## config.mk

```make
export PLATFORM = sky130hd
export DESIGN_NAME = eth_tx_scheduler_flat
export DESIGN_NICKNAME = d
export VERILOG_FILES = /design/src/rtl/eth_tx_scheduler_if.sv /design/src/rtl/eth_tx_scheduler.sv /design/src/flat_wrapper.sv
export SDC_FILE = /design/constraint.sdc
export NUM_CORES = 1
export LEC_CHECK = 0
export BUFFER_PORTS_ARGS = -buffer_cell sky130_fd_sc_hd__buf_2
export CAP_MARGIN = 5
export CORE_ASPECT_RATIO = 1.2
export CORE_UTILIZATION = 50
export CTS_CLUSTER_DIAMETER = 120
export DETAILED_ROUTE_END_ITERATION = 10
export HOLD_SLACK_MARGIN = 0.02
export PLACE_DENSITY_LB_ADDON = 0.1
export RECOVER_POWER = 100
export SLEW_MARGIN = 25
export SYNTH_ARGS = -nofsm -noshare
export SYNTH_HDL_FRONTEND = slang
export SYNTH_SLANG_ARGS = --single-unit
```

## constraint.sdc

```tcl
create_clock -name aclk -period 4.4 [get_ports aclk]
set_input_delay 0.88 -clock aclk [delete_from_list [all_inputs] [get_ports aclk]]
set_output_delay 0.88 -clock aclk [all_outputs]
set_load 0.05 [all_outputs]
```

## src/rtl/eth_tx_scheduler_if.sv

```systemverilog
// Frame-level control bundle between the TX scheduler and the byte-wide TX stages.
// Handshake: every *_tx_start pulse (or header-type level) from the scheduler launches one
// stage; that stage answers with exactly one *_tx_done pulse when its last byte has gone out.
interface eth_tx_scheduler_if;
  logic        arp_req;
  logic        arp_oper_in;
  logic        ip_req;
  logic [15:0] ip_len;
  logic        arp_grant;
  logic        ip_grant;
  logic        preamble_sfd_tx_start;
  logic        preamble_sfd_tx_done;
  logic        eth_header_arp_tx_start;
  logic        eth_header_ip_tx_start;
  logic        arp_oper;
  logic        eth_header_arp_tx_done;
  logic        eth_header_ip_tx_done;
  logic        payload_tx_start;
  logic [15:0] payload_len;
  logic [5:0]  pad_len;
  logic        payload_tx_done;
  logic        fcs_tx_start;
  logic        fcs_tx_done;
  logic [2:0]  tx_sel;
  logic        busy;

  modport master (
    input  arp_req, arp_oper_in, ip_req, ip_len,
    input  preamble_sfd_tx_done, eth_header_arp_tx_done, eth_header_ip_tx_done,
    input  payload_tx_done, fcs_tx_done,
    output arp_grant, ip_grant, preamble_sfd_tx_start,
    output eth_header_arp_tx_start, eth_header_ip_tx_start, arp_oper,
    output payload_tx_start, payload_len, pad_len, fcs_tx_start, tx_sel, busy
  );

  modport slave (
    output arp_req, arp_oper_in, ip_req, ip_len,
    output preamble_sfd_tx_done, eth_header_arp_tx_done, eth_header_ip_tx_done,
    output payload_tx_done, fcs_tx_done,
    input  arp_grant, ip_grant, preamble_sfd_tx_start,
    input  eth_header_arp_tx_start, eth_header_ip_tx_start, arp_oper,
    input  payload_tx_start, payload_len, pad_len, fcs_tx_start, tx_sel, busy
  );
endinterface

```

## src/rtl/eth_tx_scheduler.sv

```systemverilog
// Ethernet TX frame sequencer: arbitrates ARP/IP requesters and steps preamble, header,
// payload, FCS and inter-frame gap. Define TX_SCHED_RR_EN for round-robin arbitration.
module eth_tx_scheduler #(
  parameter int IFG_BYTES         = 12,
  parameter int ARP_PAYLOAD_BYTES = 28,
  parameter int MIN_PAYLOAD_BYTES = 46
) (
  input  logic                aclk,
  input  logic                aresetn,
  eth_tx_scheduler_if.master  bus,
  output logic [2:0]          state_dbg
);

  localparam logic [2:0] S_IDLE     = 3'd0;
  localparam logic [2:0] S_PREAMBLE = 3'd1;
  localparam logic [2:0] S_HEADER   = 3'd2;
  localparam logic [2:0] S_PAYLOAD  = 3'd3;
  localparam logic [2:0] S_FCS      = 3'd4;
  localparam logic [2:0] S_IFG      = 3'd5;

  localparam logic [15:0] ARP_LEN  = 16'(ARP_PAYLOAD_BYTES);
  localparam logic [15:0] MIN_LEN  = 16'(MIN_PAYLOAD_BYTES);
  localparam logic [7:0]  IFG_LOAD = 8'(IFG_BYTES - 1);

  logic [2:0]  state;
  logic [7:0]  ifg_cnt;
  logic        pick_arp;
  logic        pick_ip;
  logic [15:0] sel_len;
  logic [5:0]  sel_pad;

`ifdef TX_SCHED_RR_EN
  // 1 = ARP was granted last; only consulted when both requesters are waiting.
  logic last_served;

  always_comb begin
    pick_arp = bus.arp_req & (~bus.ip_req | ~last_served);
    pick_ip  = bus.ip_req & ~pick_arp;
  end
`else
  always_comb begin
    pick_arp = bus.arp_req;
    pick_ip  = bus.ip_req & ~bus.arp_req;
  end
`endif

  always_comb begin
    sel_len = pick_arp ? ARP_LEN : bus.ip_len;
    sel_pad = (sel_len < MIN_LEN) ? 6'(MIN_LEN - sel_len) : 6'd0;
  end

  assign bus.busy  = (state != S_IDLE);
  assign state_dbg = state;

  always_ff @(posedge aclk or negedge aresetn) begin
    if (!aresetn) begin
      state                       <= S_IDLE;
      ifg_cnt                     <= '0;
      bus.arp_grant               <= 1'b0;
      bus.ip_grant                <= 1'b0;
      bus.preamble_sfd_tx_start   <= 1'b0;
      bus.eth_header_arp_tx_start <= 1'b0;
      bus.eth_header_ip_tx_start  <= 1'b0;
      bus.arp_oper                <= 1'b0;
      bus.payload_tx_start        <= 1'b0;
      bus.payload_len             <= '0;
      bus.pad_len                 <= '0;
      bus.fcs_tx_start            <= 1'b0;
      bus.tx_sel                  <= 3'd0;
`ifdef TX_SCHED_RR_EN
      last_served                 <= 1'b0;
`endif
    end else begin
      bus.arp_grant             <= 1'b0;
      bus.ip_grant              <= 1'b0;
      bus.preamble_sfd_tx_start <= 1'b0;
      bus.payload_tx_start      <= 1'b0;
      bus.fcs_tx_start          <= 1'b0;

      case (state)
        S_IDLE: begin
          if (pick_arp || pick_ip) begin
            bus.arp_grant               <= pick_arp;
            bus.ip_grant                <= pick_ip;
            bus.preamble_sfd_tx_start   <= 1'b1;
            bus.eth_header_arp_tx_start <= pick_arp;
            bus.eth_header_ip_tx_start  <= pick_ip;
            bus.arp_oper                <= pick_arp & bus.arp_oper_in;
            bus.payload_len             <= sel_len;
            bus.pad_len                 <= sel_pad;
            bus.tx_sel                  <= 3'd1;
            state                       <= S_PREAMBLE;
`ifdef TX_SCHED_RR_EN
            last_served                 <= pick_arp;
`endif
          end
        end
        S_PREAMBLE: begin
          if (bus.preamble_sfd_tx_done) begin
            bus.tx_sel <= 3'd2;
            state      <= S_HEADER;
          end
        end
        S_HEADER: begin
          // A done from the header type not in flight is a stray pulse and is dropped.
          if ((bus.eth_header_arp_tx_start && bus.eth_header_arp_tx_done) ||
              (bus.eth_header_ip_tx_start  && bus.eth_header_ip_tx_done)) begin
            bus.eth_header_arp_tx_start <= 1'b0;
            bus.eth_header_ip_tx_start  <= 1'b0;
            bus.payload_tx_start        <= 1'b1;
            bus.tx_sel                  <= 3'd3;
            state                       <= S_PAYLOAD;
          end
        end
        S_PAYLOAD: begin
          if (bus.payload_tx_done) begin
            bus.fcs_tx_start <= 1'b1;
            bus.tx_sel       <= 3'd4;
            state            <= S_FCS;
          end
        end
        S_FCS: begin
          if (bus.fcs_tx_done) begin
            bus.tx_sel   <= 3'd0;
            bus.arp_oper <= 1'b0;
            ifg_cnt      <= IFG_LOAD;
            state        <= S_IFG;
          end
        end
        S_IFG: begin
          if (ifg_cnt == 8'd0) begin
            state <= S_IDLE;
          end else begin
            ifg_cnt <= ifg_cnt - 8'd1;
          end
        end
        default: begin
          bus.tx_sel <= 3'd0;
          state      <= S_IDLE;
        end
      endcase
    end
  end

endmodule

```

## src/flat_wrapper.sv

```systemverilog
// flat-port wrapper written by rule: the top's interface ports become plain ports
module eth_tx_scheduler_flat 
#(
  parameter int IFG_BYTES         = 12,
  parameter int ARP_PAYLOAD_BYTES = 28,
  parameter int MIN_PAYLOAD_BYTES = 46
)
  (aclk, aresetn, state_dbg, bus_arp_req, bus_arp_oper_in, bus_ip_req, bus_ip_len, bus_preamble_sfd_tx_done, bus_eth_header_arp_tx_done, bus_eth_header_ip_tx_done, bus_payload_tx_done, bus_fcs_tx_done, bus_arp_grant, bus_ip_grant, bus_preamble_sfd_tx_start, bus_eth_header_arp_tx_start, bus_eth_header_ip_tx_start, bus_arp_oper, bus_payload_tx_start, bus_payload_len, bus_pad_len, bus_fcs_tx_start, bus_tx_sel, bus_busy);
  eth_tx_scheduler_if bus_i ();
  input  logic aclk;
  input  logic aresetn;
  output logic [2:0] state_dbg;
  input wire logic [$bits(bus_i.arp_req)-1:0] bus_arp_req;
  input wire logic [$bits(bus_i.arp_oper_in)-1:0] bus_arp_oper_in;
  input wire logic [$bits(bus_i.ip_req)-1:0] bus_ip_req;
  input wire logic [$bits(bus_i.ip_len)-1:0] bus_ip_len;
  input wire logic [$bits(bus_i.preamble_sfd_tx_done)-1:0] bus_preamble_sfd_tx_done;
  input wire logic [$bits(bus_i.eth_header_arp_tx_done)-1:0] bus_eth_header_arp_tx_done;
  input wire logic [$bits(bus_i.eth_header_ip_tx_done)-1:0] bus_eth_header_ip_tx_done;
  input wire logic [$bits(bus_i.payload_tx_done)-1:0] bus_payload_tx_done;
  input wire logic [$bits(bus_i.fcs_tx_done)-1:0] bus_fcs_tx_done;
  output wire logic [$bits(bus_i.arp_grant)-1:0] bus_arp_grant;
  output wire logic [$bits(bus_i.ip_grant)-1:0] bus_ip_grant;
  output wire logic [$bits(bus_i.preamble_sfd_tx_start)-1:0] bus_preamble_sfd_tx_start;
  output wire logic [$bits(bus_i.eth_header_arp_tx_start)-1:0] bus_eth_header_arp_tx_start;
  output wire logic [$bits(bus_i.eth_header_ip_tx_start)-1:0] bus_eth_header_ip_tx_start;
  output wire logic [$bits(bus_i.arp_oper)-1:0] bus_arp_oper;
  output wire logic [$bits(bus_i.payload_tx_start)-1:0] bus_payload_tx_start;
  output wire logic [$bits(bus_i.payload_len)-1:0] bus_payload_len;
  output wire logic [$bits(bus_i.pad_len)-1:0] bus_pad_len;
  output wire logic [$bits(bus_i.fcs_tx_start)-1:0] bus_fcs_tx_start;
  output wire logic [$bits(bus_i.tx_sel)-1:0] bus_tx_sel;
  output wire logic [$bits(bus_i.busy)-1:0] bus_busy;
  assign bus_i.arp_req = bus_arp_req;
  assign bus_i.arp_oper_in = bus_arp_oper_in;
  assign bus_i.ip_req = bus_ip_req;
  assign bus_i.ip_len = bus_ip_len;
  assign bus_i.preamble_sfd_tx_done = bus_preamble_sfd_tx_done;
  assign bus_i.eth_header_arp_tx_done = bus_eth_header_arp_tx_done;
  assign bus_i.eth_header_ip_tx_done = bus_eth_header_ip_tx_done;
  assign bus_i.payload_tx_done = bus_payload_tx_done;
  assign bus_i.fcs_tx_done = bus_fcs_tx_done;
  assign bus_arp_grant = bus_i.arp_grant;
  assign bus_ip_grant = bus_i.ip_grant;
  assign bus_preamble_sfd_tx_start = bus_i.preamble_sfd_tx_start;
  assign bus_eth_header_arp_tx_start = bus_i.eth_header_arp_tx_start;
  assign bus_eth_header_ip_tx_start = bus_i.eth_header_ip_tx_start;
  assign bus_arp_oper = bus_i.arp_oper;
  assign bus_payload_tx_start = bus_i.payload_tx_start;
  assign bus_payload_len = bus_i.payload_len;
  assign bus_pad_len = bus_i.pad_len;
  assign bus_fcs_tx_start = bus_i.fcs_tx_start;
  assign bus_tx_sel = bus_i.tx_sel;
  assign bus_busy = bus_i.busy;
  eth_tx_scheduler #(.IFG_BYTES(IFG_BYTES), .ARP_PAYLOAD_BYTES(ARP_PAYLOAD_BYTES), .MIN_PAYLOAD_BYTES(MIN_PAYLOAD_BYTES)) u_core (.aclk(aclk), .aresetn(aresetn), .bus(bus_i), .state_dbg(state_dbg));
endmodule
```

# == Yosys cells after proc, flatten, opt, wreduce, memory -nomap -nowiden ==
# Index checks and enable logic that the tools add are counted.
# op_classes
eq_ne,12
n_lt_le_gt_ge,1
n_reduce_logical,16
addsub,2
n_bitwise,4
n_mux,32
# ops
operator,n
one-hot mux 3 bit (6 select lines),2
2-to-1 mux 3 bit,7
< comparator 16 x 6 -> 1 bit (second input constant),1
2-to-1 mux 16 bit,1
2-to-1 mux 8 bit,2
one-hot mux 8 bit (2 select lines),1
2-to-1 mux 1 bit,15
AND reduction 6 bit,2
AND reduction 3 bit,3
logical NOT 8 bit,1
!= test 2 bit (second input constant),4
subtractor 8 x 1 -> 8 bit (second input constant),1
== test 3 x 2 -> 1 bit (second input constant),2
== test 3 bit (second input constant),2
2-to-1 mux 6 bit,1
!= test 2 x 1 -> 1 bit (second input constant),3
one-hot mux 1 bit (2 select lines),3
nonzero test 2 bit,3
subtractor 6 bit (first input constant),1
== test 3 x 1 -> 1 bit (second input constant),1
logical NOT 3 bit,1
nonzero test 3 bit,1
bitwise AND 1 bit,2
logical AND 1 bit,2
other kinds (3),5
# word_totals
reg_bits,44
out_inout_bits,37
input_bits,26

# == Longest topological paths before layout ==
# logic_depth
word_depth,5
mapped_depth,7
mapped_depth_nobuf,6

# == Worst setup path before layout ==
# OpenSTA, ideal clock, no wires.
# synth_path
path_type,input-to-reg
from,input port bus_ip_len[6]
to,register u_core.bus.pad_len[4]
cell_stages,4
n_path_buf,0
setup_time_ns,0.104
required_time_ns,4.296
path_slack_ns,2.246
arrival_time_ns,2.051
path_cell_list,or4_4 nor4_4 a21oi_2 o41ai_2
# synth_via
elab_chain_cells,3
# synth_rtl
item,line_no,rtl
"start, declared",flat_wrapper.sv:16,input wire logic [$bits(bus_i.ip_len)-1:0] bus_ip_len;
2-to-1 mux 16 bit,eth_tx_scheduler.sv:48,sel_len = pick_arp ? ARP_LEN : bus.ip_len;
< comparator 16 x 6 -> 1 bit,eth_tx_scheduler.sv:49,sel_pad = (sel_len < MIN_LEN) ? 6'(MIN_LEN - sel_len) : 6'd0;
2-to-1 mux 6 bit,eth_tx_scheduler.sv:49,
"end signal, assigned",eth_tx_scheduler.sv:90,bus.pad_len <= sel_pad;
"end, declared",eth_tx_scheduler_if.sv:33,"output payload_tx_start, payload_len, pad_len, fcs_tx_start, tx_sel, busy"
# No other way between the ends.
# A chain may end at the register's enable or synchronous reset.

==> impl_metrics.json <==
{
  "vias": 1689,
  "drc": 2,
  "path_clk_slew_ps": 90,
  "gp_congestion": 0.7912,
  "hold_violations": 0,
  "synth-xor-area-share_pct": 0.8573,
  "multi_input_area_sq_um": 864.6,
  "ff_latch_area_sq_um": 1101,
  "synthSimpleGateAreaFrac_pct": 18.00,
  "antenna_cells": 0,
  "finalSetupViolCount": 0,
  "core_sq_um": 3941,
  "layout_common_cells": "44 x dfrtp_1, 41 x clkbuf_1, 23 x buf_2, 14 x nand2_1, 13 x a22o_1",
  "start_util_pct": 51.84,
  "grt_antenna_before_repair": 0,
  "drt_iter0_markers": 58,
  "path_max_fanout": 44,
  "cts.sinks": 44,
  "hold_buffers": 0,
  "crit_type": "in2async",
  "ir_drop_uv": 415.2,
  "cts_tree": "built",
  "cts-root-buf": "clkbuf_8",
  "place_hpwl_mm": 2.991,
  "rsz0062_at_grt": "false",
  "clock_skew_ps": 8.493,
  "ys.flop_type": "dfrtp_1",
  "dieHeight_um": 72.03,
  "outcome": "finished with violations",
  "failed_checks": "design-rule violations, max-capacitance violations, max-slew violations",
  "grt_usage_pct": 21.54,
  "synthMuxAreaShare_pct": 1.470,
  "slew_violations": 45,
  "critical_path.top_delay_family": "buffers and inverters",
  "max_stage_delay_ps": 1630,
  "syn_to_final_growth_pct": 18.86,
  "min_to": "u_core.bus.pad_len[1]",
  "cap_violations": 1,
  "r2r_slack_ps": 2150,
  "die_w_um": 60.36,
  "holdCritPathClass": "reg2reg",
  "crit_arrival_ps": 2520,
  "viasPerCell": 5.649,
  "first_pass_iters": 7,
  "worstHoldStart": "u_core.bus.pad_len[1]",
  "routed_wl_mm": 4.360,
  "drive_gt1_share_pct": 14.69,
  "syn-num-nets": 211,
  "clock_latency_ps": 290,
  "r2r_start": "u_core.state_dbg[0]",
  "synth_compound_area_share_pct": 21.07,
  "power.leakage_nw": 1.117,
  "grt_max_degree": 45,
  "cts-htree-levels": 2,
  "cp_cell_sequence": "clkbuf_1",
  "reg2reg_depth": 6,
  "fin_crit_ps": 2596,
  "synth_top_family_by_area": "compound AO/OA/AOI/OAI gates",
  "synth-async-reset-ratio_pct": 100.0,
  "fillCellCount": 387,
  "reg2reg_to": "u_core.bus.pad_len[5]",
  "tns_ps": 0,
  "first_global_vias": 1581,
  "cp.required_ps": 4320,
  "cp-end-kind": "asynchronous set/reset pin",
  "yosysUniqueCellTypes": 52,
  "finalCritPeriodShare_pct": 59.00,
  "synth_edf_count": 0,
  "tightest_slew_ps": 2319,
  "synth-adder-area-share_pct": 1.837,
  "avgSynthCellArea_sq_um": 11.23,
  "fmax_mhz": 385.2,
  "final_common_cell": "dfrtp_1",
  "p_total_mw": 2.007,
  "grt_pass1_wl_mm": 7.044,
  "final_nets": 273,
  "yosysWarnings": 0,
  "ioPinCount": 63,
  "cp_num_buf_inv": 1,
  "cts-resized-gates": 0,
  "ant_nets": 0,
  "syn_area_sq_um": 2043,
  "whs_path_depth": 2,
  "max_slew_margin_pct": -54.59,
  "syn_inst": 182,
  "pwr_density_cell_nw_per_um2": 826.2,
  "num_rows": 25,
  "ys_ff_latch": 44,
  "port_buffers": 62,
  "cts_buffer_depth": 2,
  "numCtsBuffers": 5,
  "grt-ovfl-total": 0,
  "die_area_sq_um": 4347,
  "wire_per_inst_um": 14.58,
  "ys_seq_area_share_pct": 53.89,
  "postCtsSetupRepairBufs": 0,
  "cp_slowest_cell": "clkbuf_1",
  "worst_setup_path_start_kind": "input pin"
}
[per-layer routing]
metal,global-route usage (%),vias to the layer above,wire length (um)
met5,0,-,0
met4,8.269,0,78
met3,4.456,8,211
met2,35.29,55,2107
met1,27.61,817,1964
li1,-,809,-
[final cells by class]
| type | instances | area share [%] |
|---|---|---|
| Clock buffer | 6 | 2.988 |
| Clock inverter | 2 | 1.443 |
| Inverter | 6 | 0.9274 |
| Multi-Input combinational cell | 124 | 35.60 |
| Sequential cell | 44 | 45.34 |
| Tap cell | 54 | 2.782 |
| Timing Repair Buffer | 63 | 10.92 |
[metrics by stage]
step	util [%]	std cells	hold WS, ps	area (sq um)	worst slack, ps
after floorplan	-	182	465.5	2043	2246
after global placement	60.70	291	459.7	2392	2049
after detailed placement	60.70	291	461.1	2392	2037
after CTS	63.43	299	480.6	2500	2066
after global routing	61.62	299	523.5	2429	1347
final	61.62	299	483.6	2429	1804
[synthesized netlist by cell type, types with 2 or more instances]
library cell  count  share of area (%)
a22o_1           13                5.6
mux2i_1           3                1.5
nand3_1           6                1.5
inv_1             4               0.73
nand4_1           2               0.61
buf_2             2               0.49
nor3_1            5                1.2
nand2b_1          4                1.2
clkbuf_1          5               0.92
and2_1            3               0.92
or3b_1            2               0.86
a22oi_1           2               0.73
o31ai_1           2               0.73
a21oi_1           7                1.7
o22a_1            4                1.7
dfrtp_1          44                 54
a41oi_1           2               0.86
nand2_1          14                2.6
nor2b_1           5                1.5
a21o_1            4                1.5
o21ai_1           4               0.98
inv_2             2               0.37
o21ai_0           3               0.73
xor2_1            2               0.86
ha_1              3                1.8
nor2_1            7                1.3
a32o_1            3                1.5
[worst register-to-register path, delay by kind of cell, from the launching register on]
kind / cells / cell delay (ps)
AOI/OAI and AO/OA: 2 / 450
DFF: 1 / 560
and+or+nand+nor: 2 / 550
buffers and inverters: 2 / 630
[power breakdown]
group	internal, mW	switching, mW
Clock	0.169	0.133
Sequential	0.557	0.138
Combinational	0.254	0.756
[worst max path at each step]
stage                              from                         end  slack [ps]  cells past startpoint
finish                          aresetn       u_core.bus.pad_len[5]        1800                      1
global route                    aresetn  u_core.bus.payload_len[14]        1350                      1
CTS                 u_core.state_dbg[2]                    bus_busy        2070                      3
detailed placement        bus_ip_len[6]       u_core.bus.pad_len[4]        2040                      5
global placement          bus_ip_len[6]       u_core.bus.pad_len[4]        2050                      5
floorplan                 bus_ip_len[6]       u_core.bus.pad_len[4]        2250                      4
[state kept, by name, summed over array words and instances (netlist names)]
register and count:
u_core.bus.tx_sel 3, u_core.bus.payload_tx_start 1, u_core.bus.ip_grant 1, u_core.ifg_cnt 8, u_core.bus.arp_oper 1, u_core.state_dbg 3
u_core.bus.eth_header_ip_tx_start 1, u_core.bus.arp_grant 1, u_core.bus.eth_header_arp_tx_start 1, u_core.bus.pad_len 6, u_core.bus.preamble_sfd_tx_start 1, u_core.bus.payload_len 16
u_core.bus.fcs_tx_start 1
[logic make-up (layout without fill, tap and decap cells)]
logic type / Yosys count / count (layout)
buffers and inverters: 14 / 77
DFF: 44 / 44
adders and majority gates: 3 / 3
AOI/OAI and AO/OA: 55 / 55
xor gates and xnor gates: 2 / 2
muxes: 3 / 3
and+or+nand+nor: 61 / 61
(Power assumes the default switching activity.)
